<file path="config.mk">
export PLATFORM = sky130hd
export DESIGN_NAME = dram_bank_ctrl
export DESIGN_NICKNAME = d
export VERILOG_FILES = /design/src/rtl/dram_pkg.sv /design/src/rtl/dram_refresh_timer.sv /design/src/rtl/dram_bank_ctrl.sv
export SDC_FILE = /design/constraint.sdc
export NUM_CORES = 1
export LEC_CHECK = 0
export CAP_MARGIN = 20
export CELL_PAD_IN_SITES_DETAIL_PLACEMENT = 1
export CELL_PAD_IN_SITES_GLOBAL_PLACEMENT = 2
export CORE_MARGIN = 1.5
export CORE_UTILIZATION = 30
export CTS_CLUSTER_SIZE = 14
export DETAILED_ROUTE_END_ITERATION = 10
export PLACE_DENSITY = 0.81
export SKIP_CTS_REPAIR_TIMING = 1
export SYNTH_ARGS = -nofsm -noshare
export SYNTH_HDL_FRONTEND = slang
export SYNTH_HIERARCHICAL = 1
export SYNTH_SLANG_ARGS = --single-unit
export TNS_END_PERCENT = 20
</file>
<file path="constraint.sdc">
create_clock -name clk -period 2.33 [get_ports clk]
set_input_delay 0.233 -clock clk [delete_from_list [all_inputs] [get_ports clk]]
set_output_delay 0.233 -clock clk [all_outputs]
set_load 0.02 [all_outputs]
</file>
<file path="src/rtl/dram_pkg.sv">
// ---------------------------------------------------------------------------
// dram_pkg
// Shared definitions for the multiplexed-address DRAM bank controller:
//   - dram_state_e : controller state encoding
//   - *_DEF        : default timing / geometry constants
//   - ADDR_BITS    : default CPU address width (2 * ROW_BITS_DEF)
//   - addr_bits()  : CPU address width for an arbitrary row width
// ---------------------------------------------------------------------------
package dram_pkg;

   typedef enum logic [2:0] {
      ST_IDLE    = 3'd0,
      ST_ROW     = 3'd1,
      ST_COL     = 3'd2,
      ST_PRE     = 3'd3,
      ST_REF     = 3'd4,
      ST_REF_PRE = 3'd5
   } dram_state_e;

   localparam int ROW_BITS_DEF         = 8;
   localparam int DATA_WIDTH_DEF       = 8;
   localparam int T_RCD_DEF            = 1;
   localparam int T_CAS_DEF            = 2;
   localparam int T_RP_DEF             = 2;
   localparam int REFRESH_INTERVAL_DEF = 120;

   localparam int ADDR_BITS = 2 * ROW_BITS_DEF;

   // CPU address carries row and column side by side.
   function automatic int addr_bits(input int row_bits);
      return 2 * row_bits;
   endfunction

endpackage

</file>
<file path="src/rtl/dram_refresh_timer.sv">
// ---------------------------------------------------------------------------
// dram_refresh_timer
// Free-running refresh interval counter, refresh-pending flag and refresh
// row counter.
//   clk, rst       : clock, synchronous active-high reset
//   clear_i        : refresh completed; clears pending, advances the row
//   refresh_req_o  : refresh wanted (pending, or interval wrapping now)
//   row_o          : row for the next RAS-only refresh
// Macro DRAM_CBR_REFRESH_EN: CAS-before-RAS refresh; the DRAM keeps its own
// row counter, so no row register is built and row_o is tied to zero.
// ---------------------------------------------------------------------------
module dram_refresh_timer
   import dram_pkg::*;
#(
   parameter int ROW_BITS         = ROW_BITS_DEF,
   parameter int REFRESH_INTERVAL = REFRESH_INTERVAL_DEF
) (
   input  logic                clk,
   input  logic                rst,
   input  logic                clear_i,
   output logic                refresh_req_o,
   output logic [ROW_BITS-1:0] row_o
);

   localparam int            TW       = $clog2(REFRESH_INTERVAL);
   localparam logic [TW-1:0] TMR_LAST = TW'(REFRESH_INTERVAL - 1);

   logic [TW-1:0] tmr_q;
   logic [TW-1:0] tmr_d;
   logic          pending_q;
   logic          pending_d;
   logic          wrap_s;

   // Interval counter wrap and pending flag; a new wrap beats a clear
   always_comb begin
      wrap_s = (tmr_q == TMR_LAST);
      if (wrap_s) begin
         tmr_d = '0;
      end else begin
         tmr_d = tmr_q + TW'(1);
      end
      if (wrap_s) begin
         pending_d = 1'b1;
      end else if (clear_i) begin
         pending_d = 1'b0;
      end else begin
         pending_d = pending_q;
      end
   end

   // Interval counter and pending flag registers
   always_ff @(posedge clk) begin
      if (rst) begin
         tmr_q     <= '0;
         pending_q <= 1'b0;
      end else begin
         tmr_q     <= tmr_d;
         pending_q <= pending_d;
      end
   end

   // Looking at the wrap itself lets a refresh win over a req sampled on
   // the very edge the interval expires.
   assign refresh_req_o = pending_q | wrap_s;

`ifdef DRAM_CBR_REFRESH_EN
   assign row_o = '0;
`else
   logic [ROW_BITS-1:0] row_q;

   // Refresh row advances modulo 2^ROW_BITS once per finished refresh
   always_ff @(posedge clk) begin
      if (rst) begin
         row_q <= '0;
      end else if (clear_i) begin
         row_q <= row_q + ROW_BITS'(1);
      end else begin
         row_q <= row_q;
      end
   end

   assign row_o = row_q;
`endif

endmodule

</file>
<file path="src/rtl/dram_bank_ctrl.sv">
// ---------------------------------------------------------------------------
// dram_bank_ctrl
// Controller for a bank of multiplexed-address DRAMs. Turns a synchronous
// req/ack CPU port into row/column address mux, nras, ncas and nwe with
// cycle-counted timing, and inserts periodic refresh cycles.
//   clk, rst         : clock, synchronous active-high reset
//   req_i/we_i       : access request (held until ack_o), 1 = write
//   addr_i           : {col, row}; row in the low ROW_BITS bits
//   wdata_i          : write data, valid with req_i
//   rdata_o          : read data, valid with ack_o on a read
//   ack_o            : one-cycle completion pulse
//   busy_o           : controller not idle
//   l_o              : multiplexed DRAM address
//   nras_o/ncas_o/nwe_o : DRAM strobes, active low
//   dq_out_o/dq_oe_o : data and tri-state enable toward the DRAM
//   dq_in_i          : data from the DRAM
// All outputs are registered.
// Macro DRAM_CBR_REFRESH_EN: CAS-before-RAS refresh instead of RAS-only.
// ---------------------------------------------------------------------------
module dram_bank_ctrl
   import dram_pkg::*;
#(
   parameter int ROW_BITS         = ROW_BITS_DEF,
   parameter int DATA_WIDTH       = DATA_WIDTH_DEF,
   parameter int T_RCD            = T_RCD_DEF,
   parameter int T_CAS            = T_CAS_DEF,
   parameter int T_RP             = T_RP_DEF,
   parameter int REFRESH_INTERVAL = REFRESH_INTERVAL_DEF
) (
   input  logic                            clk,
   input  logic                            rst,
   input  logic                            req_i,
   input  logic                            we_i,
   input  logic [addr_bits(ROW_BITS)-1:0]  addr_i,
   input  logic [DATA_WIDTH-1:0]           wdata_i,
   output logic [DATA_WIDTH-1:0]           rdata_o,
   output logic                            ack_o,
   output logic                            busy_o,
   output logic [ROW_BITS-1:0]             l_o,
   output logic                            nras_o,
   output logic                            ncas_o,
   output logic                            nwe_o,
   output logic [DATA_WIDTH-1:0]           dq_out_o,
   output logic                            dq_oe_o,
   input  logic [DATA_WIDTH-1:0]           dq_in_i
);

   localparam int AW = addr_bits(ROW_BITS);
   localparam int CW = $clog2(T_RCD + T_CAS + T_RP + 1);

`ifdef DRAM_CBR_REFRESH_EN
   // One extra leading cycle with only ncas low.
   localparam int REF_CYC = T_RCD + T_CAS + 1;
`else
   localparam int REF_CYC = T_RCD + T_CAS;
`endif

   // Counter load values are "cycles in state minus one".
   localparam logic [CW-1:0] D_ROW = CW'(T_RCD - 1);
   localparam logic [CW-1:0] D_COL = CW'(T_CAS - 1);
   localparam logic [CW-1:0] D_PRE = CW'(T_RP - 1);
   localparam logic [CW-1:0] D_REF = CW'(REF_CYC - 1);

   dram_state_e           state_q, state_d;
   logic [CW-1:0]         cnt_q, cnt_d;
   logic [AW-1:0]         addr_q, addr_d;
   logic                  we_q, we_d;
   logic [DATA_WIDTH-1:0] wdata_q, wdata_d;
   logic [ROW_BITS-1:0]   l_q, l_d;
   logic                  nras_q, nras_d;
   logic                  ncas_q, ncas_d;
   logic                  nwe_q, nwe_d;
   logic [DATA_WIDTH-1:0] dq_out_q, dq_out_d;
   logic                  dq_oe_q, dq_oe_d;
   logic [DATA_WIDTH-1:0] rdata_q, rdata_d;
   logic                  ack_q, ack_d;
   logic                  busy_q, busy_d;
   logic                  refresh_req_s;
   logic                  ref_clear_s;
   logic [ROW_BITS-1:0]   ref_row_s;

   dram_refresh_timer #(
      .ROW_BITS         (ROW_BITS),
      .REFRESH_INTERVAL (REFRESH_INTERVAL)
   ) u_refresh_timer (
      .clk           (clk),
      .rst           (rst),
      .clear_i       (ref_clear_s),
      .refresh_req_o (refresh_req_s),
      .row_o         (ref_row_s)
   );

   // Next state plus next values of every registered output
   always_comb begin
      state_d     = state_q;
      cnt_d       = cnt_q;
      addr_d      = addr_q;
      we_d        = we_q;
      wdata_d     = wdata_q;
      rdata_d     = rdata_q;
      ack_d       = 1'b0;
      ref_clear_s = 1'b0;

      case (state_q)
         ST_IDLE: begin
            if (refresh_req_s) begin
               state_d = ST_REF;
               cnt_d   = D_REF;
            end else if (req_i) begin
               state_d = ST_ROW;
               cnt_d   = D_ROW;
               addr_d  = addr_i;
               we_d    = we_i;
               wdata_d = wdata_i;
            end else begin
               state_d = ST_IDLE;
            end
         end
         ST_ROW: begin
            if (cnt_q == '0) begin
               state_d = ST_COL;
               cnt_d   = D_COL;
            end else begin
               cnt_d = cnt_q - CW'(1);
            end
         end
         ST_COL: begin
            if (cnt_q == '0) begin
               // Data has had the whole CAS window to settle.
               if (!we_q) begin
                  rdata_d = dq_in_i;
               end else begin
                  rdata_d = rdata_q;
               end
               ack_d   = 1'b1;
               state_d = ST_PRE;
               cnt_d   = D_PRE;
            end else begin
               cnt_d = cnt_q - CW'(1);
            end
         end
         ST_PRE: begin
            if (cnt_q == '0) begin
               state_d = ST_IDLE;
            end else begin
               cnt_d = cnt_q - CW'(1);
            end
         end
         ST_REF: begin
            if (cnt_q == '0) begin
               state_d = ST_REF_PRE;
               cnt_d   = D_PRE;
            end else begin
               cnt_d = cnt_q - CW'(1);
            end
         end
         ST_REF_PRE: begin
            if (cnt_q == '0) begin
               ref_clear_s = 1'b1;
               state_d     = ST_IDLE;
            end else begin
               cnt_d = cnt_q - CW'(1);
            end
         end
         default: begin
            state_d = ST_IDLE;
            cnt_d   = '0;
         end
      endcase

      // Pins follow the state being entered so they line up with it.
      nras_d   = 1'b1;
      ncas_d   = 1'b1;
      nwe_d    = 1'b1;
      dq_oe_d  = 1'b0;
      l_d      = l_q;
      dq_out_d = dq_out_q;
      busy_d   = (state_d != ST_IDLE);

      case (state_d)
         ST_ROW, ST_COL: begin
            if (state_d == ST_ROW) begin
               l_d = addr_d[ROW_BITS-1:0];
            end else begin
               l_d    = addr_d[AW-1:ROW_BITS];
               ncas_d = 1'b0;
            end
            nras_d = 1'b0;
            // Early write: nwe and data are set up before ncas falls.
            if (we_d) begin
               nwe_d    = 1'b0;
               dq_oe_d  = 1'b1;
               dq_out_d = wdata_d;
            end else begin
               nwe_d    = 1'b1;
               dq_oe_d  = 1'b0;
            end
         end
         ST_REF: begin
            l_d = ref_row_s;
`ifdef DRAM_CBR_REFRESH_EN
            // ncas leads nras by one cycle and stays low while nras is low.
            ncas_d = 1'b0;
            if (cnt_d == D_REF) begin
               nras_d = 1'b1;
            end else begin
               nras_d = 1'b0;
            end
`else
            nras_d = 1'b0;
`endif
         end
         default: begin
            l_d = l_q;
         end
      endcase
   end

   // State, latched request and output registers
   always_ff @(posedge clk) begin
      if (rst) begin
         state_q  <= ST_IDLE;
         cnt_q    <= '0;
         addr_q   <= '0;
         we_q     <= 1'b0;
         wdata_q  <= '0;
         l_q      <= '0;
         nras_q   <= 1'b1;
         ncas_q   <= 1'b1;
         nwe_q    <= 1'b1;
         dq_out_q <= '0;
         dq_oe_q  <= 1'b0;
         rdata_q  <= '0;
         ack_q    <= 1'b0;
         busy_q   <= 1'b0;
      end else begin
         state_q  <= state_d;
         cnt_q    <= cnt_d;
         addr_q   <= addr_d;
         we_q     <= we_d;
         wdata_q  <= wdata_d;
         l_q      <= l_d;
         nras_q   <= nras_d;
         ncas_q   <= ncas_d;
         nwe_q    <= nwe_d;
         dq_out_q <= dq_out_d;
         dq_oe_q  <= dq_oe_d;
         rdata_q  <= rdata_d;
         ack_q    <= ack_d;
         busy_q   <= busy_d;
      end
   end

   assign rdata_o  = rdata_q;
   assign ack_o    = ack_q;
   assign busy_o   = busy_q;
   assign l_o      = l_q;
   assign nras_o   = nras_q;
   assign ncas_o   = ncas_q;
   assign nwe_o    = nwe_q;
   assign dq_out_o = dq_out_q;
   assign dq_oe_o  = dq_oe_q;

endmodule

</file>
==> out/results.ini <==
[synth]
synth_top_family_by_area=simple AND/OR/NAND/NOR gates
synth.avg_cell_area_um2=8.87
post_synth_and_or_nand_nor_area_fraction_pct=21.2
synth_cell_types=48
yosys_most_used_dff=dfxtp_1
yosysTopAreaCell=dfxtp_1
yosysSeqAreaShare_pct=47.1
ys_top_cells_by_area=dfxtp_1, nand2_1, a21oi_1
synth.mux.area_fraction_pct=5.81
synth-compound-area-share_pct=17.3
yosysWarnings=6
ys_seq_elements=77
synthAdderAreaFrac_pct=1.91
synth_top_cell_area_share_pct=47.1
syn_inst=369
syn_nets=410
synth_async_sr_flop_share_pct=0
synth_edf_count=0
synth_xor_area_share_pct=2.41
synthesis.area_um2=3270

[place]
io_buffers=65
placed_area_um2=4130
pre_cts_slack_ns=-0.0859
gp_congestion=0.783
dp_hpwl_mm=6.01
dpl.cell_count=564

[clocking]
cts_max_path_buffers=2
clkSinkCount=77
cts_buffers=9
clk_pin_slew_ns=0.08
root_buffer=clkbuf_8
h-tree-depth=3
cts_tree=built
clock_latency_ns=0.35

[cells_and_area]
final_area_um2=4380
final_cells=581
drive_above_1_share_pct=12.4
n_antenna_cell=0
layout_commonest_cell=dfxtp_1
nets=481
final_util_pct=41.9
layout_common_cells=dfxtp_1, clkdlybuf4s50_1, nand2_1, a21oi_1, nor2_1
syn2layout_area_growth_pct=33.9
fillers=1230

[grt]
antenna_found_initial=0
gr-total-overflow=0
grt_pass1_vias=2829
grt_usage_pct=15.2
grt_max_degree=34
grt_pass1_wl_mm=13.7

[power]
sw_frac_of_total_pct=34.3
p_comb_share_pct=36.3
total_leakage_power_nw=1.67
power_mw=4.30
sequentialPowerShare_pct=38.6
p_int_mw=2.82
clkPwrFrac_pct=25.1
p_per_area_nw_per_um2=981
p_switching_mw=1.47
ir_worst_vdd_uv=341

[timing]
finClkSkew_ns=0.00943
tightest_slew_ns=0.675
tns_ns=0
whs_ns=0.407
period_minus_slack_ns=2.18
relSlewSlack_pct=54.5
period_share_pct=93.4
hold_viol_final=0
fmax_mhz=459
rsz0062_at_grt=no
final.setup.worst_slack_ns=0.153
drv_slew=0
finalSetupViolCount=0

[routing]
detail_route.iter0.violations=79
drtPass1Iterations=4
vias=2800
viasPerCell=4.82
drt_wl_total_mm=8.45
drc=0
routedWlPerCell_um=14.6
drt.antenna.violating_nets=0

[die]
coreArea_um2=10500
die_area_um2=11500
top_level_ports=66
die_h_um=107
rows=37
die_width_um=107
initial_utilization_pct=31.3

[worst_setup_path]
crit_chain=ha_1, nand4b_1, nor2_2, or2_4, nor2_4, and3_4, nand2_1, o31ai_4, buf_12, mux2_2
crit_required_ns=2.57
arrival_ns=2.42
critical_path_class=reg2reg
cp_max_fo=9
cp_slowest_cell=dfxtp_1
reg2reg_depth=10
start_kind=flip-flop
reg2reg_slack_ns=0.15
worstSetupEndpointType=flip-flop
r2r-end=dq_out_o[1]
rr_startpoint=u_refresh_timer/tmr_q[0]
slowest_delay_ns=0.34

[status]
status=finished, final reports clean

[run]
max_cap_violations=0

[worst_hold_path]
min_delay_worst_endpoint=u_refresh_timer/tmr_q[2]
min_path_cells=2
worstHoldStart=rst
hold_path_class=in2reg

cells in the mapped netlist, types with 2 or more instances:
cell type and count:
buf_4 3, nor3_1 5, ha_1 5, nand2b_1 3, o22ai_1 5, a22oi_1 5
a2111oi_2 2, clkbuf_1 11, a21oi_1 41, mux2_2 8, or2_2 4, mux2i_1 10
nand3_1 8, or3_1 7, xor2_1 6, inv_1 11, o221ai_1 2, nor2_1 26
xnor2_1 3, dfxtp_1 77, buf_2 6, nor2b_1 17, a21o_1 2, nor3b_1 6
nand4_1 2, o21ai_0 15, nand2_1 58
metal layers:
metal	share of wire [%]	up-vias	global-route usage, %
li1	-	1409	-
met1	46	1332	18.8
met2	47	46	24.3
met3	4.4	13	3.93
met4	2.0	0	7.80
met5	0	-	0
critical path, delay by kind of cell (launching register included):
family,cells,cell delay (ns)
and+or+nand+nor,6,0.91
muxes,1,0.33
AOI/OAI and AO/OA,1,0.09
buffers and inverters,1,0.16
DFF,1,0.34
adders and majority gates,1,0.23
flip-flops by register name, indices dropped and copies added (netlist names), 7 cells and up:
register and flops:
addr_q 16, rdata_o 8, dq_out_o 8, u_refresh_timer/row_o 8, wdata_q 8, u_refresh_timer/tmr_q 7
l_o 8
power by group through the flow:
stage	logic, mW	registers [mW]	clock network, mW
5_1_grt	1.70	1.69	1.17
6_report	1.56	1.66	1.08
2_1_floorplan	0.874	1.77	0
3_5_place_dp	1.54	1.69	0
3_3_place_gp	1.51	1.68	0
4_1_cts	1.54	1.67	1.11
worst max-delay path by stage:
stage                                        start     endpoint  slack, ns  cells after the start
after global placement    u_refresh_timer/tmr_q[0]  dq_out_o[1]      -0.01                      9
after global routing      u_refresh_timer/tmr_q[0]  dq_out_o[1]       0.01                     10
after floorplan           u_refresh_timer/tmr_q[0]  dq_out_o[0]       0.20                     10
after CTS                 u_refresh_timer/tmr_q[0]  dq_out_o[1]      -0.10                      9
after detailed placement  u_refresh_timer/tmr_q[0]  dq_out_o[1]      -0.09                      9
final                     u_refresh_timer/tmr_q[0]  dq_out_o[1]       0.15                     10
cell type report:
| type | count | area [um2] | share of cell area (%) |
|---|---|---|---|
| Sequential cell | 77 | 1540 | 35.2 |
| Clock inverter | 3 | 42.5 | 0.971 |
| Inverter | 11 | 41.3 | 0.942 |
| Timing Repair Buffer | 81 | 803 | 18.3 |
| Clock buffer | 13 | 169 | 3.85 |
| Multi-Input combinational cell | 260 | 1610 | 36.8 |
| Tap cell | 136 | 170 | 3.88 |
kinds of logic (layout without fill, tap and decap cells):
family	Yosys count	in the layout
and+or+nand+nor	144	144
AOI/OAI and AO/OA	84	84
DFF	77	77
buffers and inverters	32	108
muxes	18	18
xor gates and xnor gates	9	9
adders and majority gates	5	5
Power figures use the tool's default switching activity.
